==> src/rtl/riscv_pkg.sv <==
// Shared RV32I constants, instruction field positions and the fetch FSM state type.
package riscv_pkg;
  localparam int XLEN     = 32;
  localparam int OPCODE_W = 7;
  localparam int REG_W    = 5;

  localparam logic [XLEN-1:0] NOP_INSTR = 32'h0000_0013;  // addi x0,x0,0

  localparam int OPC_LSB = 0;
  localparam int OPC_MSB = 6;
  localparam int RS1_LSB = 15;
  localparam int RS1_MSB = 19;
  localparam int RS2_LSB = 20;
  localparam int RS2_MSB = 24;

  typedef enum logic [1:0] {START, WAIT, HELD, DROP} fetch_state_t;
endpackage

==> src/rtl/fetch_stage.sv <==
// IF stage: owns the PC, keeps one imem request outstanding, drives IF/ID.
// Optional perf counters are built when FETCH_PERF_COUNTERS_EN is defined.
module fetch_stage
  import riscv_pkg::*;
#(
  parameter logic [31:0] PC_RESET  = 32'h0000_0000,
  parameter logic [31:0] NOP_INSTR = riscv_pkg::NOP_INSTR
) (
  input  logic                clock,
  input  logic                reset,
  input  logic                stall,
  input  logic                redirect,
  input  logic [XLEN-1:0]     redirect_pc,
  output logic                imem_req,
  output logic [XLEN-1:0]     imem_addr,
  input  logic                imem_rvalid,
  input  logic [XLEN-1:0]     imem_rdata,
  output logic                if_id_valid,
  output logic [XLEN-1:0]     if_id_pc,
  output logic [XLEN-1:0]     if_id_instruction,
  output logic [OPCODE_W-1:0] if_id_opcode,
  output logic [REG_W-1:0]    if_id_read_reg1,
  output logic [REG_W-1:0]    if_id_read_reg2,
  output logic [XLEN-1:0]     perf_stall_cycles,
  output logic [XLEN-1:0]     perf_flush_count
);

  fetch_state_t    r_state, w_state_n;
  logic [XLEN-1:0] r_pc, w_pc_n;
  logic [XLEN-1:0] r_req_addr, w_req_n;
  logic            r_buf_valid, w_buf_valid_n;
  logic [XLEN-1:0] r_buf_data, w_buf_data_n;
  logic [XLEN-1:0] r_buf_pc, w_buf_pc_n;
  logic            r_ifid_valid, w_ifid_valid_n;
  logic [XLEN-1:0] r_ifid_pc, w_ifid_pc_n;
  logic [XLEN-1:0] r_ifid_instr, w_ifid_instr_n;
  logic [XLEN-1:0] w_redir_pc;

  // Targets are word aligned; misaligned low bits are simply dropped.
  assign w_redir_pc = redirect_pc & ~32'h3;

  // Next-state and next-register computation; redirect outranks stall and fetch.
  always_comb begin
    w_state_n      = r_state;
    w_pc_n         = r_pc;
    w_req_n        = r_req_addr;
    w_buf_valid_n  = r_buf_valid;
    w_buf_data_n   = r_buf_data;
    w_buf_pc_n     = r_buf_pc;
    w_ifid_valid_n = r_ifid_valid;
    w_ifid_pc_n    = r_ifid_pc;
    w_ifid_instr_n = r_ifid_instr;
    if (redirect) begin
      w_ifid_valid_n = 1'b0;
      w_ifid_instr_n = NOP_INSTR;
      w_buf_valid_n  = 1'b0;
      w_pc_n         = w_redir_pc;
      unique case (r_state)
        WAIT: begin
          // Without a response the old request must still be held to completion.
          if (imem_rvalid) w_req_n = w_redir_pc;
          else             w_state_n = DROP;
        end
        START, HELD: begin
          w_req_n   = w_redir_pc;
          w_state_n = WAIT;
        end
        default: ;  // DROP keeps draining the stale request
      endcase
    end else begin
      unique case (r_state)
        START: begin
          w_req_n   = r_pc;
          w_state_n = WAIT;
        end
        WAIT: begin
          if (imem_rvalid && !stall) begin
            w_ifid_valid_n = 1'b1;
            w_ifid_pc_n    = r_req_addr;
            w_ifid_instr_n = imem_rdata;
            w_pc_n         = r_req_addr + 32'd4;
            w_req_n        = r_req_addr + 32'd4;
          end else if (imem_rvalid) begin
            w_buf_valid_n = 1'b1;
            w_buf_data_n  = imem_rdata;
            w_buf_pc_n    = r_req_addr;
            w_state_n     = HELD;
          end else if (!stall) begin
            w_ifid_valid_n = 1'b0;
            w_ifid_instr_n = NOP_INSTR;
          end
        end
        HELD: begin
          if (!stall) begin
            w_ifid_valid_n = r_buf_valid;
            w_ifid_pc_n    = r_buf_pc;
            w_ifid_instr_n = r_buf_data;
            w_buf_valid_n  = 1'b0;
            w_pc_n         = r_buf_pc + 32'd4;
            w_req_n        = r_buf_pc + 32'd4;
            w_state_n      = WAIT;
          end
        end
        DROP: begin
          if (imem_rvalid) begin
            w_req_n   = r_pc;
            w_state_n = WAIT;
          end
        end
        default: w_state_n = START;
      endcase
    end
  end

  // State, PC, holding buffer and IF/ID registers.
  always_ff @(posedge clock) begin
    if (!reset) begin
      r_state      <= START;
      r_pc         <= PC_RESET;
      r_req_addr   <= PC_RESET;
      r_buf_valid  <= 1'b0;
      r_buf_data   <= NOP_INSTR;
      r_buf_pc     <= '0;
      r_ifid_valid <= 1'b0;
      r_ifid_pc    <= '0;
      r_ifid_instr <= NOP_INSTR;
    end else begin
      r_state      <= w_state_n;
      r_pc         <= w_pc_n;
      r_req_addr   <= w_req_n;
      r_buf_valid  <= w_buf_valid_n;
      r_buf_data   <= w_buf_data_n;
      r_buf_pc     <= w_buf_pc_n;
      r_ifid_valid <= w_ifid_valid_n;
      r_ifid_pc    <= w_ifid_pc_n;
      r_ifid_instr <= w_ifid_instr_n;
    end
  end

  assign imem_req          = (r_state == WAIT) || (r_state == DROP);
  assign imem_addr         = r_req_addr;
  assign if_id_valid       = r_ifid_valid;
  assign if_id_pc          = r_ifid_pc;
  assign if_id_instruction = r_ifid_instr;
  assign if_id_opcode      = r_ifid_instr[OPC_MSB:OPC_LSB];
  assign if_id_read_reg1   = r_ifid_instr[RS1_MSB:RS1_LSB];
  assign if_id_read_reg2   = r_ifid_instr[RS2_MSB:RS2_LSB];

`ifdef FETCH_PERF_COUNTERS_EN
  logic [XLEN-1:0] r_perf_stall, r_perf_flush;

  // Free-running event counters, wrapping at 2^32.
  always_ff @(posedge clock) begin
    if (!reset) begin
      r_perf_stall <= '0;
      r_perf_flush <= '0;
    end else begin
      if (stall)    r_perf_stall <= r_perf_stall + 32'd1;
      if (redirect) r_perf_flush <= r_perf_flush + 32'd1;
    end
  end

  assign perf_stall_cycles = r_perf_stall;
  assign perf_flush_count  = r_perf_flush;
`else
  assign perf_stall_cycles = '0;
  assign perf_flush_count  = '0;
`endif

endmodule

==> config.mk <==
export PLATFORM = sky130hd
export DESIGN_NAME = fetch_stage
export DESIGN_NICKNAME = d
export VERILOG_FILES = /design/src/rtl/riscv_pkg.sv /design/src/rtl/fetch_stage.sv
export SDC_FILE = /design/constraint.sdc
export NUM_CORES = 1
export LEC_CHECK = 0
export CORE_MARGIN = 5
export CORE_UTILIZATION = 41
export DETAILED_ROUTE_END_ITERATION = 16
export PLACE_DENSITY = 0.67
export SLEW_MARGIN = 20
export SYNTH_ARGS = -nofsm -noshare
export SYNTH_HDL_FRONTEND = slang
export SYNTH_SLANG_ARGS = --single-unit
export TNS_END_PERCENT = 20
==> constraint.sdc <==
create_clock -name clock -period 2.2 [get_ports clock]
set_input_delay 0.33 -clock clock [delete_from_list [all_inputs] [get_ports clock]]
set_output_delay 0.33 -clock clock [all_outputs]
set_load 0.05 [all_outputs]
==> flow_metrics.env, run 1 <==
export IMPL_r2r_start="r_buf_pc[3]"
export IMPL_fin_setup_tns_ps=0
export IMPL_cts_sinks=196
export IMPL_overflow=0
export IMPL_die_y_um=172
export IMPL_chipWidth_um=172
export IMPL_ys_warn_count=0
export IMPL_startpoint_type="flip-flop"
export IMPL_final_nets=1609
export IMPL_dieArea_mm2=0.0296
export IMPL_finalWeightedCongestion=0.884
export IMPL_wl_um=35600
export IMPL_hold_depth=3
export IMPL_grt_max_degree=69
export IMPL_worst_r2r_endpoint="r_pc[26]"
export IMPL_drt_wirelength_per_cell_um=18.9
export IMPL_io_pins=248
export IMPL_startpoint="r_buf_pc[3]"
export IMPL_antenna_found_initial=1
export IMPL_hold_class="in2reg"
export IMPL_dr_pass1_iters=6
export IMPL_grt_pass1_vias=10200
export IMPL_synth_edf_count=0
export IMPL_hold_end="if_id_pc[31]"
export IMPL_critical_path_class="reg2reg"
export IMPL_rr_worst_depth=8
export IMPL_synthArstFlopShare_pct=0
export IMPL_final_antenna_net_count=0
export IMPL_hold_viol=0
export IMPL_rsz0062_at_grt="yes"
export IMPL_leakagePower_uw=0.00530
export IMPL_hp_start="reset"
export IMPL_avgSynthCellArea_um2=8.05
export IMPL_io_buffers=181
export IMPL_cp_top_family="simple AND/OR/NAND/NOR gates"
export IMPL_multi_input_area_mm2=0.00621
export IMPL_num_vias=10600
export IMPL_grt_pass1_wl_um=55100
export IMPL_crit_path_max_fanout=4
export IMPL_core_area_mm2=0.0260
export IMPL_worstPathRequired_ps=2570
export IMPL_path_cells="ha_4 > nand4_4 > or4_4 > nor3_2 > xor2_1 > buf_4 > a22oi_1 > a21oi_1"
export IMPL_drt_vias_per_instance=5.63
export IMPL_ir_drop_mv=0.516
export IMPL_drtIter0Drc=976
export IMPL_yosysSeqAreaShare_pct=36.4
export IMPL_synthCells=1338
export IMPL_clk_insertion_delay_late_ps=440
export IMPL_syn2layout_area_growth_pct=32.7
export IMPL_initial_core_util_pct=41.5
export IMPL_synth_top_cell_by_area="dfxtp_1"
export IMPL_synth_area_top_cells="dfxtp_1, nand2_1, buf_4, a221oi_1, nor2_1"
export IMPL_max_stage_delay_ps=630
export IMPL_fin_crit_ps=2160
export IMPL_cellPowerDensity_mw_per_mm2=1030
export IMPL_cts_tree="yes"
export IMPL_insertedDiodeCount=0
export IMPL_placed_cells=1846
export IMPL_rrSetupSlack_ps=40
export IMPL_setup_viol=0
export IMPL_synth_ff_type="dfxtp_1"
export IMPL_fillers=2392
export IMPL_hpwl_um=24700
export IMPL_track_usage_pct=23.2
export IMPL_period_share_pct=98.2
export IMPL_core_rowCount=59
export IMPL_finClkSkew_ps=11.5
export IMPL_maxCapViolCount=0
export IMPL_clkSlewWorstSetupHoldPaths_ps=80
export IMPL_drv_slew=0
export IMPL_clockBufferDepth=2
export IMPL_root_buffer="clkbuf_16"
export IMPL_yosysUniqueCellTypes=68
export IMPL_cts_inserted_buffers=17
export IMPL_crit_buf_inv=1
export IMPL_slowest_stage="or4_4"
export IMPL_synth_top_area_share_pct=36.4
export IMPL_cp_end_kind="flip-flop"
export IMPL_drc=0
export IMPL_register_area_mm2=0.00396
export IMPL_synth_seq_cells=196
export IMPL_drive_gt1_share_pct=16.4
export IMPL_synth_area_mm2=0.0108
export IMPL_worst_pin_slew_ps=562
export IMPL_slew_headroom_pct=62.4
export IMPL_status="complete, no violations"
export IMPL_htree_levels=4
export IMPL_instances_no_fill=1882
export IMPL_max_freq_mhz=463
export IMPL_arrival_ps=2530
[cells in the final DEF (no fill, tap or decap), types with 5 or more instances in the layout]
master	n
nand2_1	200
dfxtp_1	178
clkdlybuf4s50_1	175
nor2_1	108
buf_4	108
conb_1	64
a21oi_1	54
a21boi_0	53
a221oi_1	44
nor3_1	42
o21ai_0	41
mux2i_1	38
nand3_1	34
o211ai_1	34
a211oi_1	34
xor2_1	28
nand2b_1	23
xnor2_1	22
clkbuf_16	18
buf_12	16
dfxtp_2	14
inv_1	13
and3_1	13
nand4_1	13
a221oi_2	9
o21a_1	8
and4_1	7
nor4_2	7
o221ai_1	7
a22oi_1	6
nor4_1	5
o211a_1	5
inv_8	5
buf_6	5
[final cells by class]
cell class / instances / area share [%]
Clock buffer: 17 / 2.98
Clock inverter: 15 / 1.27
Inverter: 16 / 0.446
Multi-Input combinational cell: 991 / 43.5
Sequential cell: 196 / 27.7
Tap cell: 335 / 2.93
Timing Repair Buffer: 312 / 21.2
[worst min-delay path, cell delays in order]
cell,delay [ps]
buf_2,130
buf_4,220
o211a_1,140
[report_power, final]
group | leakage, uW | total, uW | switching, uW | internal, uW
registers | 0.00161 | 4530 | 451 | 4070
clock network | 0.000296 | 3210 | 1650 | 1560
logic | 0.00339 | 7010 | 4420 | 2590
[stage by stage]
stage | power (uW) | hold slack [ps] | setup slack (ps) | util [%] | instance area (um^2)
after global placement | 11300 | 444 | -190 | 51.4 | 13400
after global routing | 15400 | 433 | -30.9 | 55.0 | 14300
after detailed placement | 11300 | 454 | -170 | 51.4 | 13400
final | 14700 | 430 | 40.5 | 55.0 | 14300
after CTS | 14600 | 402 | 3.06 | 54.0 | 14000
after floorplan | 8890 | 436 | 17.3 | - | 11100
[worst max path at each step]
stage / endpoint / slack, ps / cells past startpoint
2_1_floorplan: r_pc[24] / 20 / 7
3_3_place_gp: imem_addr[15] / -190 / 8
3_5_place_dp: imem_addr[15] / -170 / 8
6_report: r_pc[26] / 40 / 8
5_1_grt: imem_addr[7] / -30 / 10
4_1_cts: imem_addr[18] / 3 / 9
[Yosys cell counts (5+ instances only)]
master	number
nand2_1	201
a211oi_1	35
o221ai_1	7
nand2b_1	23
a21oi_1	56
nor4_1	10
buf_1	7
a21boi_0	53
nor2_1	111
a22oi_1	6
xnor2_1	23
and3_1	13
o21a_1	8
o21ai_0	41
mux2i_1	39
o211ai_1	34
a221oi_1	52
buf_4	82
clkbuf_1	97
dfxtp_1	196
nor3_1	44
buf_2	10
inv_1	14
nand3_1	35
nand4_1	13
xor2_1	30
ha_1	6
or2_2	5
and4_1	7
o211a_1	5
[sequential cells by signal, indices dropped and copies added, names as in the netlist]
| signal | flops |
|---|---|
| if_id_pc | 32 |
| r_buf_data | 32 |
| imem_addr | 32 |
| r_pc | 32 |
| if_id_instruction | 32 |
| r_buf_valid | 1 |
| r_buf_pc | 32 |
| if_id_valid | 1 |
| r_state | 2 |
[routing by layer]
layer	track usage (%)	vias up	wire length, um
li1	-	5012	-
met1	30.8	5016	15200
met2	36.4	500	16200
met3	6.36	69	3190
met4	8.03	2	963
met5	0	-	13
[repair_timing]
action,in CTS,in global routing
pin swaps,3,6
endpoints found under the setup margin,27,95
gates cloned,0,1
hold buffers,0,0
resized for setup,15,44
setup buffers,1,2
[logic make-up (layout without fill, tap and decap cells)]
logic type	after synthesis	count (layout)	synth area share, %
AND/OR/NAND/NOR	492	492	21.8
AO/OA/AOI/OAI	337	337	22.6
buffers and inverters	214	360	10.6
flip-flops	196	196	36.4
XOR/XNOR	53	53	4.31
multiplexers	39	39	3.62
adder cells (fa/ha/maj)	6	6	0.697
other	1	64	0.0348
Power figures use the tool's default switching activity.
==> run 2: changes to the inputs <==
==> constraint.sdc (replaced) <==
create_clock -name clock -period 1.9 [get_ports clock]
set_input_delay 0.285 -clock clock [delete_from_list [all_inputs] [get_ports clock]]
set_output_delay 0.285 -clock clock [all_outputs]
set_load 0.05 [all_outputs]
==> run 2 against run 1 <==
The run now ends with negative setup slack left. Fmax down 1.5%. Sequential power grew 17%. Routed wire length grew 10%. Utilization grew 5.4 points. Setup slack got worse by 330 ps. Register-to-register slack lost 330 ps. Sequential share of layout area is 2.1 points lower. Final cell count increased by 3.7%. Worst hold slack worse by 210 ps. Clock skew grew 1.9 ps. Critical path type unchanged. Highest routed layer is now met4.
==> flow_metrics.env, run 2 (synthesis results as in run 1) <==
export IMPL_syn2layout_area_growth_pct=45.7
export IMPL_cts_hold_buf=0
export IMPL_insertedDiodeCount=0
export IMPL_wl_um=39200
export IMPL_maxCapViolCount=0
export IMPL_switching_share_pct=44.4
export IMPL_fin_util_pct=60.4
export IMPL_cellPowerDensity_mw_per_mm2=1170
export IMPL_intPower_uw=10200
export IMPL_startpoint="r_buf_pc[9]"
export IMPL_power_frac_comb_pct=50.9
export IMPL_cts_tree="yes"
export IMPL_instances_no_fill=1951
export IMPL_overflow=0
export IMPL_critical_path_class="reg2reg"
export IMPL_chipWidth_um=172
export IMPL_placed_cells=1881
export IMPL_crit_end="imem_addr[19]"
export IMPL_root_buffer="clkbuf_16"
export IMPL_rsz0062_at_grt="yes"
export IMPL_rrSetupSlack_ps=-290
export IMPL_hpwl_um=25500
export IMPL_core_rowCount=59
export IMPL_violations="negative setup slack"
export IMPL_layout_commonest_cell="nand2_1"
export IMPL_htree_levels=4
export IMPL_final_nets=1678
export IMPL_initial_core_util_pct=41.5
export IMPL_clockBufferDepth=2
export IMPL_hold_viol=0
export IMPL_p_clk_share_pct=20.3
export IMPL_dp_slack_ps=-455
export IMPL_finalWeightedCongestion=0.908
export IMPL_hold_class="in2reg"
export IMPL_seqPwrFrac_pct=28.8
export IMPL_r2r_start="r_buf_pc[9]"
export IMPL_core_area_mm2=0.0260
export IMPL_status="finished, violations left"
export IMPL_fin_setup_tns_ps=-8460
export IMPL_die_y_um=172
export IMPL_final_antenna_net_count=0
export IMPL_cts_sinks=196
export IMPL_setup_ws_ps=-293
export IMPL_fin_crit_ps=2190
export IMPL_drc=0
export IMPL_track_usage_pct=24.9
export IMPL_dieArea_mm2=0.0296
export IMPL_rr_worst_depth=7
export IMPL_worstPathRequired_ps=2230
export IMPL_worst_r2r_endpoint="imem_addr[19]"
export IMPL_io_buffers=181
export IMPL_p_sw_uw=8140
export IMPL_startpoint_type="flip-flop"
export IMPL_num_vias=11200
export IMPL_drive_gt1_share_pct=29.4
export IMPL_cts_inserted_buffers=17
export IMPL_grt_pass1_wl_um=58800
export IMPL_leakagePower_uw=0.00625
export IMPL_drtIter0Drc=955
export IMPL_worst_pin_slew_ps=565
export IMPL_antenna_found_initial=0
export IMPL_max_freq_mhz=456
export IMPL_drt_wirelength_per_cell_um=20.1
export IMPL_most_common_layout_cells="nand2_1, buf_4, dfxtp_1"
export IMPL_dr_pass1_iters=5
export IMPL_cp_end_kind="flip-flop"
export IMPL_io_pins=248
export IMPL_slew_headroom_pct=62.2
export IMPL_drt_vias_per_instance=5.72
export IMPL_ir_drop_mv=0.698
export IMPL_drv_slew=0
export IMPL_period_share_pct=115
export IMPL_grt_max_degree=61
export IMPL_clk_insertion_delay_late_ps=440
export IMPL_finClkSkew_ps=13.4
export IMPL_grt_pass1_vias=10600
export IMPL_setup_viol=101
export IMPL_arrival_ps=2520
export IMPL_clkSlewWorstSetupHoldPaths_ps=90
export IMPL_crit_path_max_fanout=7
-- run 2: area by class of cell --
type	count	area, um^2
tap	335	419
inverter	16	76.3
timing repair buffer	380	3630
sequential	196	4020
multi-input combinational	992	6950
fill	2272	10300
clock inverter	14	149
clock buffer	18	450
-- run 2: stage by stage --
step	hold WS (ps)	power [uW]	instance area, um^2
final	221	18300	15700
after CTS	203	17700	15000
after global routing	242	19100	15700
after floorplan	409	10600	11300
after detailed placement	450	13200	13600
after global placement	442	13200	13600
-- run 2: how the worst min path moves through the flow --
stage,from,to,slack [ps],cells after the start
floorplan,imem_rdata[0],r_buf_data[0],410,2
global placement,r_buf_data[30],r_buf_data[30],440,2
detailed placement,r_buf_data[30],r_buf_data[30],450,2
CTS,reset,imem_addr[5],200,3
global route,reset,r_pc[5],240,3
finish,reset,imem_addr[5],220,3
-- run 2: worst max-delay path, stage by stage (launching register included) --
cell	delay, ps
dfxtp_2	370
nand4_4	140
or4_4	680
buf_4	190
nor2_4	110
xnor2_2	110
o221a_1	270
a2111oi_2	200
-- run 2: power by group through the flow --
stage                     clock [uW]  combinational (uW)  sequential [uW]
final                           3730                9330             5280
after floorplan                    0                3740             6810
after global routing            3940                9820             5360
after global placement             0                7820             5340
after CTS                       3770                8640             5270
after detailed placement           0                7880             5350
-- run 2: timing repair --
item / CTS / global route
cloned: 6 / 1
resized for setup: 162 / 127
pin swaps: 47 / 54
setup endpoints to repair: 224 / 183
setup buffers: 15 / 17
hold endpoints to repair: 0 / 0
-- run 2: metal layers --
| metal | wire (um) | vias to the layer above | track usage, % |
|---|---|---|---|
| met5 | 0 | - | 0 |
| met4 | 1450 | 0 | 9.77 |
| met3 | 3180 | 91 | 5.92 |
| met2 | 18200 | 515 | 39.2 |
| met1 | 16300 | 5395 | 33.0 |
| li1 | - | 5159 | - |
